--- src/rtl/key_debounce_pulse_if.sv ---
// Button-conditioner signal bundle: raw key in, debounced level/strobes out.
// master = key source / consumer side, slave = key_debounce_pulse.
interface key_debounce_pulse_if;
  logic KEY_IN;
  logic D_OUT;
  logic D_OUT_n;
  logic RISE_PULSE;
  logic FALL_PULSE;
  logic LONG_PRESS;

  modport master (
    output KEY_IN,
    input  D_OUT,
    input  D_OUT_n,
    input  RISE_PULSE,
    input  FALL_PULSE,
    input  LONG_PRESS
  );

  modport slave (
    input  KEY_IN,
    output D_OUT,
    output D_OUT_n,
    output RISE_PULSE,
    output FALL_PULSE,
    output LONG_PRESS
  );
endinterface

--- src/rtl/key_debounce_pulse.sv ---
// Push-button conditioner: 2-flop synchronizer, 4-state debounce FSM, rise/fall strobes.
// Optional long-hold detector enabled by defining KEY_DEBOUNCE_LONG_PRESS_EN.
module key_debounce_pulse #(
  parameter int unsigned DEBOUNCE_CYCLES = 1000,
  parameter int unsigned CNT_WIDTH       = 20,
  parameter int unsigned LONG_CYCLES     = 50000
) (
  input  logic                  CLK,
  input  logic                  RST_n,
  key_debounce_pulse_if.slave   bus
);

  localparam bit PARAMS_OK = (DEBOUNCE_CYCLES >= 1) && ((DEBOUNCE_CYCLES >> CNT_WIDTH) == 0) &&
                             (LONG_CYCLES >= 1) && ((LONG_CYCLES >> CNT_WIDTH) == 0);

  if (!PARAMS_OK) begin : g_param_check
    $error("key_debounce_pulse: DEBOUNCE_CYCLES/LONG_CYCLES out of range for CNT_WIDTH");
  end

  localparam logic [CNT_WIDTH-1:0] CNT_LAST = CNT_WIDTH'(DEBOUNCE_CYCLES - 1);
  localparam logic [CNT_WIDTH-1:0] CNT_ONE  = CNT_WIDTH'(1);

  typedef enum logic [1:0] {
    IDLE_LOW  = 2'd0,
    WAIT_HIGH = 2'd1,
    IDLE_HIGH = 2'd2,
    WAIT_LOW  = 2'd3
  } state_e;

  logic                 sync0_q;
  logic                 sync1_q;
  state_e               state_q,   state_d;
  logic [CNT_WIDTH-1:0] cnt_q,     cnt_d;
  logic                 d_out_q,   d_out_d;
  logic                 d_out_n_q, d_out_n_d;
  logic                 rise_q,    rise_d;
  logic                 fall_q,    fall_d;

`ifdef KEY_DEBOUNCE_LONG_PRESS_EN
  localparam logic [CNT_WIDTH-1:0] HOLD_SAT  = CNT_WIDTH'(LONG_CYCLES);
  localparam logic [CNT_WIDTH-1:0] HOLD_LAST = CNT_WIDTH'(LONG_CYCLES - 1);

  logic [CNT_WIDTH-1:0] hold_q, hold_d;
  logic                 long_q, long_d;
`endif

  // Metastability filter for the asynchronous key; FSM sees only sync1_q.
  always_ff @(posedge CLK or negedge RST_n) begin
    if (!RST_n) begin
      sync0_q <= 1'b0;
      sync1_q <= 1'b0;
    end else begin
      sync0_q <= bus.KEY_IN;
      sync1_q <= sync0_q;
    end
  end

  always_ff @(posedge CLK or negedge RST_n) begin
    if (!RST_n) begin
      state_q   <= IDLE_LOW;
      cnt_q     <= '0;
      d_out_q   <= 1'b0;
      d_out_n_q <= 1'b1;
      rise_q    <= 1'b0;
      fall_q    <= 1'b0;
    end else begin
      state_q   <= state_d;
      cnt_q     <= cnt_d;
      d_out_q   <= d_out_d;
      d_out_n_q <= d_out_n_d;
      rise_q    <= rise_d;
      fall_q    <= fall_d;
    end
  end

`ifdef KEY_DEBOUNCE_LONG_PRESS_EN
  always_ff @(posedge CLK or negedge RST_n) begin
    if (!RST_n) begin
      hold_q <= '0;
      long_q <= 1'b0;
    end else begin
      hold_q <= hold_d;
      long_q <= long_d;
    end
  end
`endif

  // Next-state logic; strobes default low so they last exactly one cycle.
  always_comb begin
    state_d   = state_q;
    cnt_d     = cnt_q;
    d_out_d   = d_out_q;
    d_out_n_d = d_out_n_q;
    rise_d    = 1'b0;
    fall_d    = 1'b0;
`ifdef KEY_DEBOUNCE_LONG_PRESS_EN
    hold_d    = hold_q;
    long_d    = long_q;
`endif

    unique case (state_q)
      IDLE_LOW: begin
        if (sync1_q) begin
          state_d = WAIT_HIGH;
          cnt_d   = '0;
        end
      end

      WAIT_HIGH: begin
        // A revert on the final count cycle still counts as a bounce.
        if (!sync1_q) begin
          state_d = IDLE_LOW;
          cnt_d   = '0;
        end else if (cnt_q == CNT_LAST) begin
          state_d   = IDLE_HIGH;
          cnt_d     = '0;
          d_out_d   = 1'b1;
          d_out_n_d = 1'b0;
          rise_d    = 1'b1;
`ifdef KEY_DEBOUNCE_LONG_PRESS_EN
          hold_d    = '0;
`endif
        end else begin
          cnt_d = cnt_q + CNT_ONE;
        end
      end

      IDLE_HIGH: begin
        if (!sync1_q) begin
          state_d = WAIT_LOW;
          cnt_d   = '0;
        end
`ifdef KEY_DEBOUNCE_LONG_PRESS_EN
        // Saturating hold count; the single match on HOLD_LAST makes it one-shot.
        if (hold_q < HOLD_SAT) begin
          hold_d = hold_q + CNT_ONE;
        end
        if (hold_q == HOLD_LAST) begin
          long_d = 1'b1;
        end
`endif
      end

      WAIT_LOW: begin
        if (sync1_q) begin
          state_d = IDLE_HIGH;
          cnt_d   = '0;
        end else if (cnt_q == CNT_LAST) begin
          state_d   = IDLE_LOW;
          cnt_d     = '0;
          d_out_d   = 1'b0;
          d_out_n_d = 1'b1;
          fall_d    = 1'b1;
`ifdef KEY_DEBOUNCE_LONG_PRESS_EN
          long_d    = 1'b0;
`endif
        end else begin
          cnt_d = cnt_q + CNT_ONE;
        end
      end

      default: begin
        state_d = IDLE_LOW;
        cnt_d   = '0;
      end
    endcase
  end

  assign bus.D_OUT      = d_out_q;
  assign bus.D_OUT_n    = d_out_n_q;
  assign bus.RISE_PULSE = rise_q;
  assign bus.FALL_PULSE = fall_q;

`ifdef KEY_DEBOUNCE_LONG_PRESS_EN
  assign bus.LONG_PRESS = long_q;
`else
  assign bus.LONG_PRESS = 1'b0;
`endif

endmodule
--- src/flat_wrapper.sv ---
// flat-port wrapper written by rule: the top's interface ports become plain ports
module key_debounce_pulse_flat 
#(
  parameter int unsigned DEBOUNCE_CYCLES = 1000,
  parameter int unsigned CNT_WIDTH       = 20,
  parameter int unsigned LONG_CYCLES     = 50000
)
  (CLK, RST_n, bus_KEY_IN, bus_D_OUT, bus_D_OUT_n, bus_RISE_PULSE, bus_FALL_PULSE, bus_LONG_PRESS);
  key_debounce_pulse_if bus_i ();
  input  logic CLK;
  input  logic RST_n;
  input wire logic [$bits(bus_i.KEY_IN)-1:0] bus_KEY_IN;
  output wire logic [$bits(bus_i.D_OUT)-1:0] bus_D_OUT;
  output wire logic [$bits(bus_i.D_OUT_n)-1:0] bus_D_OUT_n;
  output wire logic [$bits(bus_i.RISE_PULSE)-1:0] bus_RISE_PULSE;
  output wire logic [$bits(bus_i.FALL_PULSE)-1:0] bus_FALL_PULSE;
  output wire logic [$bits(bus_i.LONG_PRESS)-1:0] bus_LONG_PRESS;
  assign bus_i.KEY_IN = bus_KEY_IN;
  assign bus_D_OUT = bus_i.D_OUT;
  assign bus_D_OUT_n = bus_i.D_OUT_n;
  assign bus_RISE_PULSE = bus_i.RISE_PULSE;
  assign bus_FALL_PULSE = bus_i.FALL_PULSE;
  assign bus_LONG_PRESS = bus_i.LONG_PRESS;
  key_debounce_pulse #(.DEBOUNCE_CYCLES(DEBOUNCE_CYCLES), .CNT_WIDTH(CNT_WIDTH), .LONG_CYCLES(LONG_CYCLES)) u_core (.CLK(CLK), .RST_n(RST_n), .bus(bus_i));
endmodule
--- config.mk ---
export PLATFORM = sky130hd
export DESIGN_NAME = key_debounce_pulse_flat
export DESIGN_NICKNAME = d
export VERILOG_FILES = /design/src/rtl/key_debounce_pulse_if.sv /design/src/rtl/key_debounce_pulse.sv /design/src/flat_wrapper.sv
export SDC_FILE = /design/constraint.sdc
export NUM_CORES = 1
export LEC_CHECK = 0
export CAP_MARGIN = 20
export CELL_PAD_IN_SITES_DETAIL_PLACEMENT = 0
export CELL_PAD_IN_SITES_GLOBAL_PLACEMENT = 2
export CORE_MARGIN = 4
export CORE_UTILIZATION = 37
export CTS_CLUSTER_SIZE = 40
export DETAILED_ROUTE_END_ITERATION = 8
export GPL_TIMING_DRIVEN = 0
export HOLD_SLACK_MARGIN = 0.15
export PLACE_DENSITY_LB_ADDON = 0.1
export SYNTH_ARGS = -nofsm -noshare
export SYNTH_HDL_FRONTEND = slang
export SYNTH_SLANG_ARGS = --single-unit
--- constraint.sdc ---
create_clock -name CLK -period 2.5 [get_ports CLK]
set_input_delay 0.375 -clock CLK [delete_from_list [all_inputs] [get_ports CLK]]
set_output_delay 0.375 -clock CLK [all_outputs]
set_load 0.1 [all_outputs]
* After elaboration in Yosys (flattened, before gate mapping) *
Index checks and enable logic that the tools add are counted.

operators by class
  add/sub/neg operators = 1
  multiply operators = 0
  div/mod/pow operators = 0
  $lt $le $gt $ge = 0
  equality and inequality tests = 12
  shift-type cells = 0
  mux-type cells = 26
  bitwise logic cells = 0
  reductions and logical operators = 5

operator list
  operator                 number
  $mux W20                 5
  $pmux W20 S4             1
  $add A20 B1 Y20 const B  1
  $eq A20 B10 Y1 const B   1
  $mux W2                  6
  $mux W1                  11
  $ne A2 B1 Y1 const B     4
  $pmux W2 S4              1
  $reduce_and A5 Y1        1
  $eq A2 B2 Y1 const B     2
  $ne A2 B2 Y1 const B     2
  $pmux W1 S2              2
  $reduce_and A4 Y1        1
  $ne A3 B1 Y1 const B     1
  $ne A3 B3 Y1 const B     1
  $eq A2 B1 Y1 const B     1
  $logic_not A2 Y1         1
  $reduce_and A2 Y1        1
  $reduce_bool A2 Y1       1

storage, ports and cells
  register bits = 28
  latch bits = 0
  bits in writable memories = 0
  ROM bits = 0
  bits of input ports = 3
  output and inout bits = 5
  word-level logic and storage cells = 52
  memories kept = 0

* Logic depth before layout (Yosys ltp) *
  depth in word-level cells = 4
  mapped depth = 8
  mapped depth without buffers = 6

* Least setup slack after synthesis *
OpenSTA, ideal clock, no wires.

  kind = reg2reg
  from = register u_core.cnt_q[4]
  to = register with a tool-made name
  setup time = 0.125 ns
  data arrival time = 1.665 ns
  data required time = 2.375 ns
  slack = 0.710 ns
  cell stages (with the launch flop) = 7
  path buffers = 1
  clock period less this slack = 1.790 ns
  cells stage by stage = dfrtp_1 -> or4_4 -> nor2_4 -> a21o_1 -> buf_6 -> nand2_4 -> mux2_4

RTL lines
  item                    RTL line                  text
  start, declared         key_debounce_pulse.sv:33  logic [CNT_WIDTH-1:0] cnt_q, cnt_d;
  start signal, assigned  key_debounce_pulse.sv:68  cnt_q <= cnt_d;

* Final worst setup path *
  from = register u_core.d_out_n_q (netlist: u_core.bus.D_OUT_n)
  to = output port bus_D_OUT_n

RTL lines
  item                    RTL line                  text
  start, declared         key_debounce_pulse.sv:35  logic d_out_n_q, d_out_n_d;
  start signal, assigned  key_debounce_pulse.sv:70  d_out_n_q <= d_out_n_d;
  end, declared           flat_wrapper.sv:14        output wire logic [$bits(bus_i.D_OUT_n)-1:0] bus_D_OUT_n;

No word-level cell between the ends.

==> impl_results.md <==
* Post-Synthesis Cells at 154
* Ys async rst share at 100%
* Pre-CTS setup slack at 0.479 ns
* CTS buffer count at 3
* Most frequent cells in the layout: 27 x dfrtp_1, 18 x a21oi_1, 14 x nand2_1
* Overall routed net length at 3410 µm
* Main synth FF type: dfrtp_1
* Final Slew Violations at 0
* Setup TNS after final layout at 0 ns
* Final setup viols at 0
* Die area at 0.00508 mm²
* Residual DRC at 0
* Unrepaired setup endpoints after global routing: no
* Post-CTS Setup Inserts at 0
* Crit-path max FO at 3
* Vias in the first global route at 1183
* Clock transition at path regs at 0.10 ns
* H-Tree Depth at 1
* Global route overflow at 0
* Reg2Reg Setup Slack at 0.47 ns
* Number of synthesized register bits at 28
* GRT Util Overall at 14.7%
* Fin nets at 170
* Min Hold Slack at 0.363 ns
* Vias/cell at 5.68
* Max-slew headroom at 35.3%
* FMAX at 430 MHz
* Crit path buf inv count at 1
* Hold Fails Final Rpt at 0
* Syn_nets at 158
* Die Y at 71.3 µm
* Hold_buf cts at 0
* Worst path slowest cell: clkdlybuf4s50_1
* DRT Pass-1 Iters at 4
* Outcome: complete, no violations
* Final period util at 93.0%
* CTS tree: done
* Initial antenna violation count at 0
* Worst Path Arrival at 1.95 ns
* Cell taking the most area after synthesis: dfrtp_1
* Syn_area_per_cell at 9.61 µm²
* Yosys warns at 0
* Rows at 22
* Final min period at 2.32 ns
* CTS Buffer Depth at 2
* Wire per inst at 16.0 µm
* Worst Max-Slew Pin Slew at 0.967 ns
* DRT iter0 DRCs at 90
* Layout cell share with drive strength beyond 1 at 12.7%
* CP max stage delay at 1.12 ns
* Top cell type's share of synthesized area at 45.6%
* Post-synthesis sequential area ratio at 47.4%
* Worst setup EP type: primary output
* Initial core utilization at 39.3%
* Insertion delay to the later sink of the worst-skew pair at 0.28 ns
* Buffers on Ports at 6
* Area delta synth->final at 12.2%
* Leak at 0.731 nW
* Antenna viol nets, final at 0
* CP startpoint kind: flop
* WP data required at 2.12 ns
* Post-CTS sizing at 0
* Final Skew at 0.00468 ns
* Tot Pwr at 1.29 mW
* Root Driver: clkbuf_8
* Worst hold path class: reg2reg
* Die X at 71.3 µm
* Maximum VDD drop at 0.324 mV
* Synthesized area at 0.00148 mm²
* Worst Slack Setup Final at 0.175 ns
* Gpl congestion at 0.762
* Dominant cells by area after synthesis: dfrtp_1 46%, a21oi_1 6.1%, a31oi_1 3.8%
* Commonest non-fill, non-tap cell in the layout: dfrtp_1
* Max_cap viols at 0
* Crit-path leading delay family: buffers and inverters
* Total number of vias at 1209
* Pin count of the biggest net entering global routing at 21
* Diode count at 0
* Global-route wire length before repair at 5980 µm
* DP HPWL at 2390 µm
* Clock sink count at 28
* Power Dens Cells at 779 mW/mm²
* Ports at 8
* Worst setup path class: reg2out
* Core area at 0.00377 mm²
* Post-synth EDFFs at 0
* Synth cell types at 42
* Worst-path cell chain: clkdlybuf4s50_1
[flip-flops by register name (all words and copies together) (netlist names), named ones only]
name	cells
u_core.sync1_q	1
u_core.bus.FALL_PULSE	1
u_core.sync0_q	1
u_core.state_q	1
u_core.bus.D_OUT_n	1
u_core.bus.RISE_PULSE	1
u_core.cnt_q	20
u_core.bus.D_OUT	1
[metrics by stage]
stage | cell area, µm² | util, % | instances
floorplan | 1480 | - | 154
global placement | 1600 | 42.4 | 208
detailed placement | 1620 | 42.8 | 209
CTS | 1660 | 44.0 | 213
global route | 1660 | 44.0 | 213
finish | 1660 | 44.0 | 213
[layer usage]
layer  GRT usage (%)  wire [µm]  share of wire [%]  vias to the layer above
met5               0          0                  0                        -
met4            4.38         58                1.7                        0
met3            2.38         91                2.7                        8
met2            22.2       1590                 47                       19
met1            21.6       1670                 49                      596
li1                -          -                  -                      586
[cell usage after synthesis (2+ instances only)]
cell type / number
and2_1: 3
and4_1: 3
o21ai_0: 6
o21ai_1: 2
nand2_1: 14
buf_2: 2
a21oi_1: 18
nand2b_1: 2
nor3_1: 2
a22o_1: 3
a21o_1: 6
nand3_1: 8
inv_1: 5
dfrtp_1: 27
a31oi_1: 9
nor2_1: 8
or4_4: 2
buf_6: 3
or3_1: 4
nand4_1: 4
a41oi_1: 2
[where the power goes]
part	switching (mW)	internal, mW
registers	0.0509	0.491
logic	0.301	0.189
clock network	0.146	0.115
total	0.498	0.795
[worst paths after layout]
kind                                                startpoint                              to  cells after the start
worst max-delay path            u_core.bus.D_OUT_n$_DFFE_PN1P_                     bus_D_OUT_n                      1
worst min register to register        u_core.sync0_q$_DFF_PN0_        u_core.sync1_q$_DFF_PN0_                      0
worst max register to register    u_core.cnt_q[10]$_DFFE_PN0P_                            flop                      7
min in group asynchronous                                RST_n     u_core.cnt_q[5]$_DFFE_PN0P_                      1
max in group asynchronous                                RST_n  u_core.bus.D_OUT_n$_DFFE_PN1P_                      2
worst min-delay path                  u_core.sync0_q$_DFF_PN0_        u_core.sync1_q$_DFF_PN0_                      0
[final cells by class]
type	count	area (µm²)
Buffer	8	58.8
Tap cell	48	60.1
Clock buffer	4	45.0
Inverter	5	18.8
Multi-Input combinational cell	113	701
Fill cell	392	2110
Sequential cell	28	702
Timing Repair Buffer	7	75.1
[kinds of logic after synthesis]
family,after synthesis,share of synthesized area (%)
flops,28,47.4
buf+inv,13,5.24
mux,1,1.01
simple gates,59,23.8
compound gates,50,20.8
fa+ha+maj,1,0.845
xor+xnor,1,0.592
other cells,1,0.253
Power figures use the tool's default switching activity.
